`src/rtl/riscv_pkg.sv`:
```
// Shared encodings for the pipelined RISC-V core: writeback source select,
// load/store funct3 codes and the LSU handshake state.
package riscv_pkg;

    // Writeback mux select (resultSrc)
    localparam logic [1:0] RESULT_ALU = 2'b00;
    localparam logic [1:0] RESULT_MEM = 2'b01;
    localparam logic [1:0] RESULT_PC4 = 2'b10;
    localparam logic [1:0] RESULT_IMM = 2'b11;

    // Load funct3 codes
    localparam logic [2:0] F3_LB  = 3'b000;
    localparam logic [2:0] F3_LH  = 3'b001;
    localparam logic [2:0] F3_LW  = 3'b010;
    localparam logic [2:0] F3_LBU = 3'b100;
    localparam logic [2:0] F3_LHU = 3'b101;

    // Store funct3 codes
    localparam logic [2:0] F3_SB = 3'b000;
    localparam logic [2:0] F3_SH = 3'b001;
    localparam logic [2:0] F3_SW = 3'b010;

    typedef enum logic {
        IDLE = 1'b0,
        BUSY = 1'b1
    } lsu_state_t;

    // An instruction touches data memory if it stores or writes back load data.
    function automatic logic isMemOp(input logic memWrite, input logic [1:0] resultSrc);
        return memWrite | (resultSrc == RESULT_MEM);
    endfunction

endpackage

```
`src/rtl/load_store_align.sv`:
```
// Combinational lane logic for the LSU: store byte enables and data replication,
// load lane extraction with sign/zero extension, and misalignment / illegal
// funct3 detection.
module load_store_align
    import riscv_pkg::*;
#(
    parameter int unsigned DATA_W = 32
) (
    input  logic [2:0]        funct3,
    input  logic              isStore,
    input  logic [1:0]        addrLo,
    input  logic [DATA_W-1:0] writeData,
    input  logic [DATA_W-1:0] readData,
    output logic [3:0]        byteEn,
    output logic [DATA_W-1:0] wData,
    output logic [DATA_W-1:0] loadData,
    output logic              misaligned,
    output logic              illegal
);

    logic [DATA_W-1:0] laneData;

    // Byte enables, store replication and access legality
    always_comb begin
        byteEn     = 4'b1111;
        wData      = writeData;
        misaligned = 1'b0;
        illegal    = 1'b0;
        if (isStore) begin
            case (funct3)
                F3_SB: begin
                    byteEn = 4'b0001 << addrLo;
                    wData  = {4{writeData[7:0]}};
                end
                F3_SH: begin
                    byteEn     = 4'b0011 << addrLo;
                    wData      = {2{writeData[15:0]}};
                    misaligned = addrLo[0];
                end
                F3_SW: begin
                    misaligned = |addrLo;
                end
                default: illegal = 1'b1;
            endcase
        end else begin
            case (funct3)
                F3_LB, F3_LBU: misaligned = 1'b0;
                F3_LH, F3_LHU: misaligned = addrLo[0];
                F3_LW:         misaligned = |addrLo;
                default:       illegal    = 1'b1;
            endcase
        end
    end

    // Shift the addressed lane down to bit 0, then extend by access type
    always_comb begin
        laneData = readData >> {addrLo, 3'b000};
        case (funct3)
            F3_LB:   loadData = {{(DATA_W-8){laneData[7]}}, laneData[7:0]};
            F3_LH:   loadData = {{(DATA_W-16){laneData[15]}}, laneData[15:0]};
            F3_LBU:  loadData = {{(DATA_W-8){1'b0}}, laneData[7:0]};
            F3_LHU:  loadData = {{(DATA_W-16){1'b0}}, laneData[15:0]};
            default: loadData = readData;
        endcase
    end

endmodule

```
`src/rtl/mem_stage_lsu.sv`:
```
// Memory stage of the 5-stage pipeline: drives the data memory over a req/ready
// handshake, stalls the front of the pipe while an access is outstanding, times
// out a silent memory, and holds the MEM/WB pipeline register.
module mem_stage_lsu
    import riscv_pkg::*;
#(
    parameter int unsigned DATA_W   = 32,
    parameter int unsigned MAX_WAIT = 15
) (
    input  logic              clk,
    input  logic              rst,
    // EX/MEM register
    input  logic              regWriteM,
    input  logic [1:0]        resultSrcM,
    input  logic              memWriteM,
    input  logic [2:0]        funct3M,
    input  logic [DATA_W-1:0] ALUResultM,
    input  logic [DATA_W-1:0] writeDataM,
    input  logic [4:0]        RDM,
    input  logic [DATA_W-1:0] immExtM,
    input  logic [DATA_W-1:0] PCPlus4M,
    // Hazard control
    output logic              stallM,
    // Data memory
    output logic              dmemReq,
    output logic              dmemWe,
    output logic [DATA_W-1:0] dmemAddr,
    output logic [DATA_W-1:0] dmemWData,
    output logic [3:0]        dmemByteEn,
    input  logic [DATA_W-1:0] dmemRData,
    input  logic              dmemReady,
    output logic              memErr,
    // MEM/WB register
    output logic              regWriteW,
    output logic [1:0]        resultSrcW,
    output logic [DATA_W-1:0] ALUResultW,
    output logic [DATA_W-1:0] readDataW,
    output logic [4:0]        RDW,
    output logic [DATA_W-1:0] immExtW,
    output logic [DATA_W-1:0] PCPlus4W
);

    localparam int unsigned WaitW = $clog2(MAX_WAIT);
    localparam logic [WaitW-1:0] WaitLast = WaitW'(MAX_WAIT - 1);

    lsu_state_t        stateQ, stateD;
    logic [WaitW-1:0]  waitCntQ;

    logic              memOp;
    logic              accessErr;
    logic              accept;
    logic              done;
    logic              timeout;
    logic              bubble;

    logic [3:0]        alignByteEn;
    logic [DATA_W-1:0] alignWData;
    logic [DATA_W-1:0] loadData;
    logic              misaligned;
    logic              illegal;

    // M inputs are held stable by stallM, so the same decode serves both the
    // request issue in IDLE and the load extraction on completion in BUSY.
    load_store_align #(
        .DATA_W (DATA_W)
    ) u_align (
        .funct3     (funct3M),
        .isStore    (memWriteM),
        .addrLo     (ALUResultM[1:0]),
        .writeData  (writeDataM),
        .readData   (dmemRData),
        .byteEn     (alignByteEn),
        .wData      (alignWData),
        .loadData   (loadData),
        .misaligned (misaligned),
        .illegal    (illegal)
    );

    assign memOp     = isMemOp(memWriteM, resultSrcM);
    assign accessErr = misaligned | illegal;
    assign accept    = (stateQ == IDLE) & memOp & ~accessErr;
    assign done      = (stateQ == BUSY) & dmemReady;
    assign timeout   = (stateQ == BUSY) & ~dmemReady & (waitCntQ == WaitLast);

    // FSM state register
    always_ff @(posedge clk) begin
        if (rst) begin
            stateQ <= IDLE;
        end else begin
            stateQ <= stateD;
        end
    end

    // FSM next state: accepted access goes BUSY until ready or timeout
    always_comb begin
        stateD = stateQ;
        case (stateQ)
            IDLE:    if (accept) stateD = BUSY;
            BUSY:    if (done || timeout) stateD = IDLE;
            default: stateD = IDLE;
        endcase
    end

    // FSM outputs: request, stall and error pulse
    always_comb begin
        dmemReq = 1'b0;
        stallM  = 1'b0;
        memErr  = 1'b0;
        if (!rst) begin
            case (stateQ)
                IDLE: begin
                    stallM = accept;
                    memErr = memOp & accessErr;
                end
                BUSY: begin
                    dmemReq = 1'b1;
                    // Release the pipe in the completing cycle so EX/MEM advances
                    stallM  = ~dmemReady & ~timeout;
                    memErr  = timeout;
                end
                default: ;
            endcase
        end
    end

    // Cycles spent in BUSY without a ready
    always_ff @(posedge clk) begin
        if (rst) begin
            waitCntQ <= '0;
        end else if (stateQ == IDLE || timeout) begin
            waitCntQ <= '0;
        end else if (!dmemReady) begin
            waitCntQ <= waitCntQ + WaitW'(1);
        end
    end

    // Memory request fields, captured on accept and held stable through BUSY
    always_ff @(posedge clk) begin
        if (rst) begin
            dmemWe     <= 1'b0;
            dmemAddr   <= '0;
            dmemWData  <= '0;
            dmemByteEn <= 4'b0000;
        end else if (accept) begin
            dmemWe     <= memWriteM;
            dmemAddr   <= {ALUResultM[DATA_W-1:2], 2'b00};
            dmemWData  <= alignWData;
            dmemByteEn <= memWriteM ? alignByteEn : 4'b1111;
        end
    end

    // A stalled or faulted instruction must not reach writeback
    assign bubble = stallM | memErr;

    // MEM/WB pipeline register
    always_ff @(posedge clk) begin
        if (rst) begin
            regWriteW  <= 1'b0;
            resultSrcW <= 2'b00;
            ALUResultW <= '0;
            readDataW  <= '0;
            RDW        <= 5'd0;
            immExtW    <= '0;
            PCPlus4W   <= '0;
        end else begin
            resultSrcW <= resultSrcM;
            ALUResultW <= ALUResultM;
            readDataW  <= loadData;
            immExtW    <= immExtM;
            PCPlus4W   <= PCPlus4M;
            regWriteW  <= bubble ? 1'b0 : regWriteM;
            RDW        <= bubble ? 5'd0 : RDM;
        end
    end

endmodule

```
`config.mk`:
```
export PLATFORM = sky130hd
export DESIGN_NAME = mem_stage_lsu
export DESIGN_NICKNAME = d
export VERILOG_FILES = /design/src/rtl/riscv_pkg.sv /design/src/rtl/load_store_align.sv /design/src/rtl/mem_stage_lsu.sv
export SDC_FILE = /design/constraint.sdc
export NUM_CORES = 1
export LEC_CHECK = 0
export ABC_AREA = 1
export BUFFER_PORTS_ARGS = -buffer_cell sky130_fd_sc_hd__buf_2
export CAP_MARGIN = 20
export CELL_PAD_IN_SITES_DETAIL_PLACEMENT = 2
export CELL_PAD_IN_SITES_GLOBAL_PLACEMENT = 2
export CORE_MARGIN = 3
export CORE_UTILIZATION = 25
export CTS_BUF_LIST = sky130_fd_sc_hd__clkbuf_16
export DETAILED_ROUTE_END_ITERATION = 7
export HOLD_SLACK_MARGIN = 0.08
export PLACE_DENSITY_LB_ADDON = 0.05
export SETUP_SLACK_MARGIN = 0.3
export SLEW_MARGIN = 10
export SYNTH_ARGS = -nofsm -noshare
export SYNTH_HDL_FRONTEND = slang
export SYNTH_SLANG_ARGS = --single-unit
export TNS_END_PERCENT = 10
```
`constraint.sdc`:
```
create_clock -name clk -period 3.4 [get_ports clk]
set_input_delay 0.51 -clock clk [delete_from_list [all_inputs] [get_ports clk]]
set_output_delay 0.51 -clock clk [all_outputs]
set_load 0.02 [all_outputs]
```
== Yosys cells after proc, flatten, opt, wreduce, memory -nomap -nowiden ==
Cells that the tools add are included.

* Output and inout port bits: 208
* Register bits: 208
* Input port bits: 175

* Add/sub/neg operators: 1
* Bitwise operators: 14
* Eq/ne operators: 6
* Shifts and indexed selects: 3
* Muxes and demuxes: 20
* Reductions and logical operators: 9

{| class="wikitable"
|+ Operator list
! operator !! count
|-
| 32-bit one-hot mux with 4 select lines || 1
|-
| 32-bit one-hot mux with 2 select lines || 1
|-
| 32-bit 2-to-1 mux || 1
|-
| 32-bit by 5-bit right shift with 16-bit output || 1
|-
| 1-bit 2-to-1 mux || 10
|-
| 1-bit one-hot mux with 2 select lines || 5
|-
| 4-bit one-hot mux with 2 select lines || 1
|-
| 2-bit OR reduction || 4
|-
| 1-bit AND || 7
|-
| 3-bit equality test, second input constant || 2
|-
| 5-bit OR reduction || 1
|-
| 4-bit by 1-bit adder with 4-bit output, second input constant || 1
|-
| 4-bit equality test, second input constant || 1
|-
| 4-bit 2-to-1 mux || 1
|-
| 1-bit inverter || 4
|-
| 1-bit by 2-bit << shifter with 4-bit output, first input constant || 1
|-
| 2-bit by 2-bit << shifter with 4-bit output, first input constant || 1
|-
| 3-bit by 1-bit equality test with 1-bit output, second input constant || 1
|-
| 3-bit by 2-bit equality test with 1-bit output, second input constant || 1
|-
| 3-bit zero test || 1
|-
| 1-bit bitwise OR || 3
|-
| 3-bit OR reduction || 1
|-
| 2-bit by 1-bit equality test with 1-bit output, second input constant || 1
|-
| 1-bit logical OR || 2
|}

== Longest topological paths before layout ==
* Depth after elaboration: 11
* Gate-level depth with buffers: 10
* Mapped depth without buffers: 9

== Cells and area by module ==
From an unflattened synthesis, not the netlist that was laid out.

* Cell total of the unflattened synthesis: 1,059
* Area, all modules: 8,018.9 sq um

{| class="wikitable"
|+ By module, submodules not included
! module !! instances !! area each (sq um) !! cells each
|-
| mem_stage_lsu || 1 || 6,698.9 || 775
|-
| load_store_align || 1 || 1,320.0 || 284
|}

== Worst setup path after synthesis ==
OpenSTA, ideal clock, no wires.

* Path type: input port to output port
* From: in ALUResultM[1]
* To: out stallM
* Required time: 2.890 ns
* Setup slack: 1.266 ns
* Arrival: 1.624 ns
* Stages: 7
* Path through: nor2_2 nand2_1 nand2_1 nand3_2 buf_4 buf_2 a21oi_1

* Word-level cells in the longest chain between the ends: 8
* Elaborated cells on any way between the ends: 9

{| class="wikitable"
|+ Ends and longest elaborated chain
! what !! RTL line !! text
|-
| start, declared || mem_stage_lsu.sv:17 || <nowiki>input logic [DATA_W-1:0] ALUResultM,</nowiki>
|-
| 2-bit OR reduction * || load_store_align.sv:41, load_store_align.sv:49 ||
|-
| 1-bit one-hot mux with 2 select lines (on tied branches) || load_store_align.sv:46, load_store_align.sv:30 ||
|-
| 1-bit 2-to-1 mux * || load_store_align.sv:29 || <nowiki>if (isStore) begin</nowiki>
|-
| 1-bit bitwise OR * || mem_stage_lsu.sv:80 || <nowiki>assign accessErr = misaligned | illegal;</nowiki>
|-
| 1-bit inverter * || mem_stage_lsu.sv:81 || <nowiki>assign accept = (stateQ == IDLE) & memOp & ~accessErr;</nowiki>
|-
| 1-bit AND * || mem_stage_lsu.sv:81 ||
|-
| 1-bit one-hot mux with 2 select lines * || mem_stage_lsu.sv:110 || <nowiki>case (stateQ)</nowiki>
|-
| 1-bit 2-to-1 mux * || mem_stage_lsu.sv:109 || <nowiki>if (!rst) begin</nowiki>
|-
| end, declared || mem_stage_lsu.sv:23 || <nowiki>output logic stallM,</nowiki>
|}

Every way passes the cells marked *; elsewhere a longest branch is shown, timed or not.

== Worst setup path after layout ==
* From: in ALUResultM[0]
* To: out stallM

* Word-level cells in the longest chain between the ends: 8
* Elaborated cells on any way between the ends: 9

{| class="wikitable"
|+ Ends and longest elaborated chain
! what !! RTL line
|-
| 2-bit OR reduction || load_store_align.sv:41, load_store_align.sv:49
|-
| 1-bit one-hot mux with 2 select lines (on tied branches) || load_store_align.sv:46, load_store_align.sv:30
|-
| 1-bit 2-to-1 mux * || load_store_align.sv:29
|-
| 1-bit bitwise OR * || mem_stage_lsu.sv:80
|-
| 1-bit inverter * || mem_stage_lsu.sv:81
|-
| 1-bit AND * || mem_stage_lsu.sv:81
|-
| 1-bit one-hot mux with 2 select lines * || mem_stage_lsu.sv:110
|-
| 1-bit 2-to-1 mux * || mem_stage_lsu.sv:109
|}

Marks and branches as above.

==> metrics.txt <==
final period utilization=0.748; ranking of synthesized cells by area=dfxtp_1 54%, nand2_1 13%, inv_1 8.0%; Critical Path AT=2030 ps; width of the die=182 microns; Max VDD drop=roughly 0.33 mV; post-route clock skew=roughly 5.1 ps; Slew HR=0.580; Max Root-Sink Buffers=3; Via Count=just over 8,000; antenna viol nets, final=0; compound-gate portion of the synthesized area=0.0539; Initial Utilization=0.258; initial antenna violation count=7; Crit. End Element=output port; Static Leak=6.10 nW; MaxCap Viol Count=0; crit path kind=in -> out; Layout area overhead=39.8%; CTS Buf Count=27; Setup crit start kind=input pin; clk root buf=clkbuf_16; fmax=a little under 400 MHz; mux cell area share after synthesis=0; Hold Slack=around 170 ps; register area share after synthesis=0.536; Crit path required time=slightly below 3000 ps; status=completed; Clk pin slew, worst setup/hold paths=60 ps; Finished Layout Cells=roughly 1,800; design area=approximately 0.011 sq mm; share of post-route cells with drive strength above 1=0.307; largest net degree at the start of global routing=120; endpoints failing setup=0; grt total ovfl=0; Placed Area=~0.010 sq mm; biggest area consumer among synthesized cells=dfxtp_1; Synth Warn #=0; I/O pins=383; RSZ-0062 raised after global routing=no; clock period minus worst slack=2540 ps; post-synthesis xor/xnor area fraction=0; max-slew violations=0; Mean Syn Cell Area=7.31 sq um; commonest non-fill, non-tap cell in the layout=buf_2; largest family of logic cells by synthesized area=simple AND/OR/NAND/NOR gates; H-tree depth=1; Tot GR Track Use=0.188; Post-Syn Instances=~1,100; clock sinks=208; number of hold violations in the final report=0; Port Buffer Count=380; Power Density=between 500 and 600 mW/mm^2; DIE AREA=0.0332 sq mm; clk_lat worst skew=~540 ps; drt drc=0; TNS Setup=0 ps; post-cts resize count=0; count of different cell masters after synthesis=25; CP Max Fanout=24; most frequent cells in the layout=379 x buf_2, 271 x nand2_1, 208 x dfxtp_1; placed insts=between 1,500 and 2,000; Chip Height=~180 microns; global placement routability congestion=approximately 0.78; simple-gate share of the synthesized area=0.288; Post-CTS Setup Inserts=0; drt initial violations=between 300 and 400; Final #Nets=1,602; DR WL/cell=approximately 18 microns; DR pass1 iterations=4; Synth Area in Adders=0.00322; vias in the first global route=around 8,600; Vias/cell=roughly 4.4; top-area cell type share of the netlist area=0.536; final core utilization=0.361; Synth Register Bits=roughly 210; drt total wl=between 30 and 40 mm; row count=between 60 and 70; worst-margin pin slew=~620 ps; synthesized area=between 0.007 and 0.008 sq mm; Core Area=0.0301 sq mm; CTS tree=built; Hold-fix buffers, CTS=0; DP HPWL=about 25 mm; worst hold-check path type=in -> reg; first-pass GRT wire length=slightly below 50 mm
==> cell type report <==
class	count	area (sq um)
fillers	3674	19200
well taps	390	488
inverters	170	638
multi-input cells	627	2710
clock inverters	22	190
flip-flops and latches	208	4160
repair buffers	391	2000
clock buffers	27	676
diodes	1	2.50
==> logic make-up (layout without fill, tap and decap cells) <==
kind of cell,count (synthesis),count (layout)
compound gates,83,83
other cells,1,3
simple gates,540,540
fa+ha+maj,2,2
buf+inv,229,610
flops,208,208
==> report_power, final <==
group | switching, mW | internal, mW
Clock | 1.12 | 1.67
Combinational | 0.631 | 0.302
Sequential | 0.0499 | 2.59
Total | 1.80 | 4.56
==> per-layer routing <==
layer | part of all wire | wire length [microns] | track usage
met5 | 0.0025 | 82 | 0
met4 | 0.017 | 553 | 0.0338
met3 | 0.094 | 3040 | 0.0720
met2 | 0.48 | 15500 | 0.327
met1 | 0.41 | 13300 | 0.221
==> registers in the layout, indices dropped and copies added, names as in the netlist <==
signal and flops:
stateQ 1, dmemWe 1, waitCntQ 4, immExtW 32, regWriteW 1, readDataW 32, ALUResultW 32, PCPlus4W 32
dmemAddr 30, dmemWData 32, resultSrcW 2, RDW 5, dmemByteEn 4
==> final timing paths <==
check                                    startpoint                endpoint  slack [ps]  depth (start not counted)
worst max-delay path                  ALUResultM[0]                  stallM         860                          7
worst min-delay path                    immExtM[16]  immExtW[16]$_SDFF_PP0_         170                          3
worst max register to register    stateQ$_SDFF_PP0_       RDW[0]$_SDFF_PP0_        1570                          5
worst min register to register  dmemWe$_SDFFE_PP0P_     dmemWe$_SDFFE_PP0P_         460                          2
==> through the flow <==
step | power, mW | setup slack (ps)
detailed placement | 3.64 | 782
CTS | 6.49 | 841
global route | 6.69 | 687
global placement | 3.62 | 847
floorplan | 3.22 | 1270
finish | 6.35 | 858
==> cells in the mapped netlist (all sizes together) <==
cell and number:
nand4 40, ha 2, nor2 164, nand2 275, nand3b 1, nor3 7, inv 169, clkbuf 28
dfxtp 208, nand3 51, or2 2, o21ai 16, a21oi 67, buf 31, clkinv 1, conb 1
==> worst max-delay path, cell delays in order <==
cell and delay, ps:
buf_2 200, nand3_1 130, nand2_1 70, inv_2 320, nand3_4 360, a21oi_1 240
buf_2 190
Note: power is estimated with default switching activity, not from simulation.
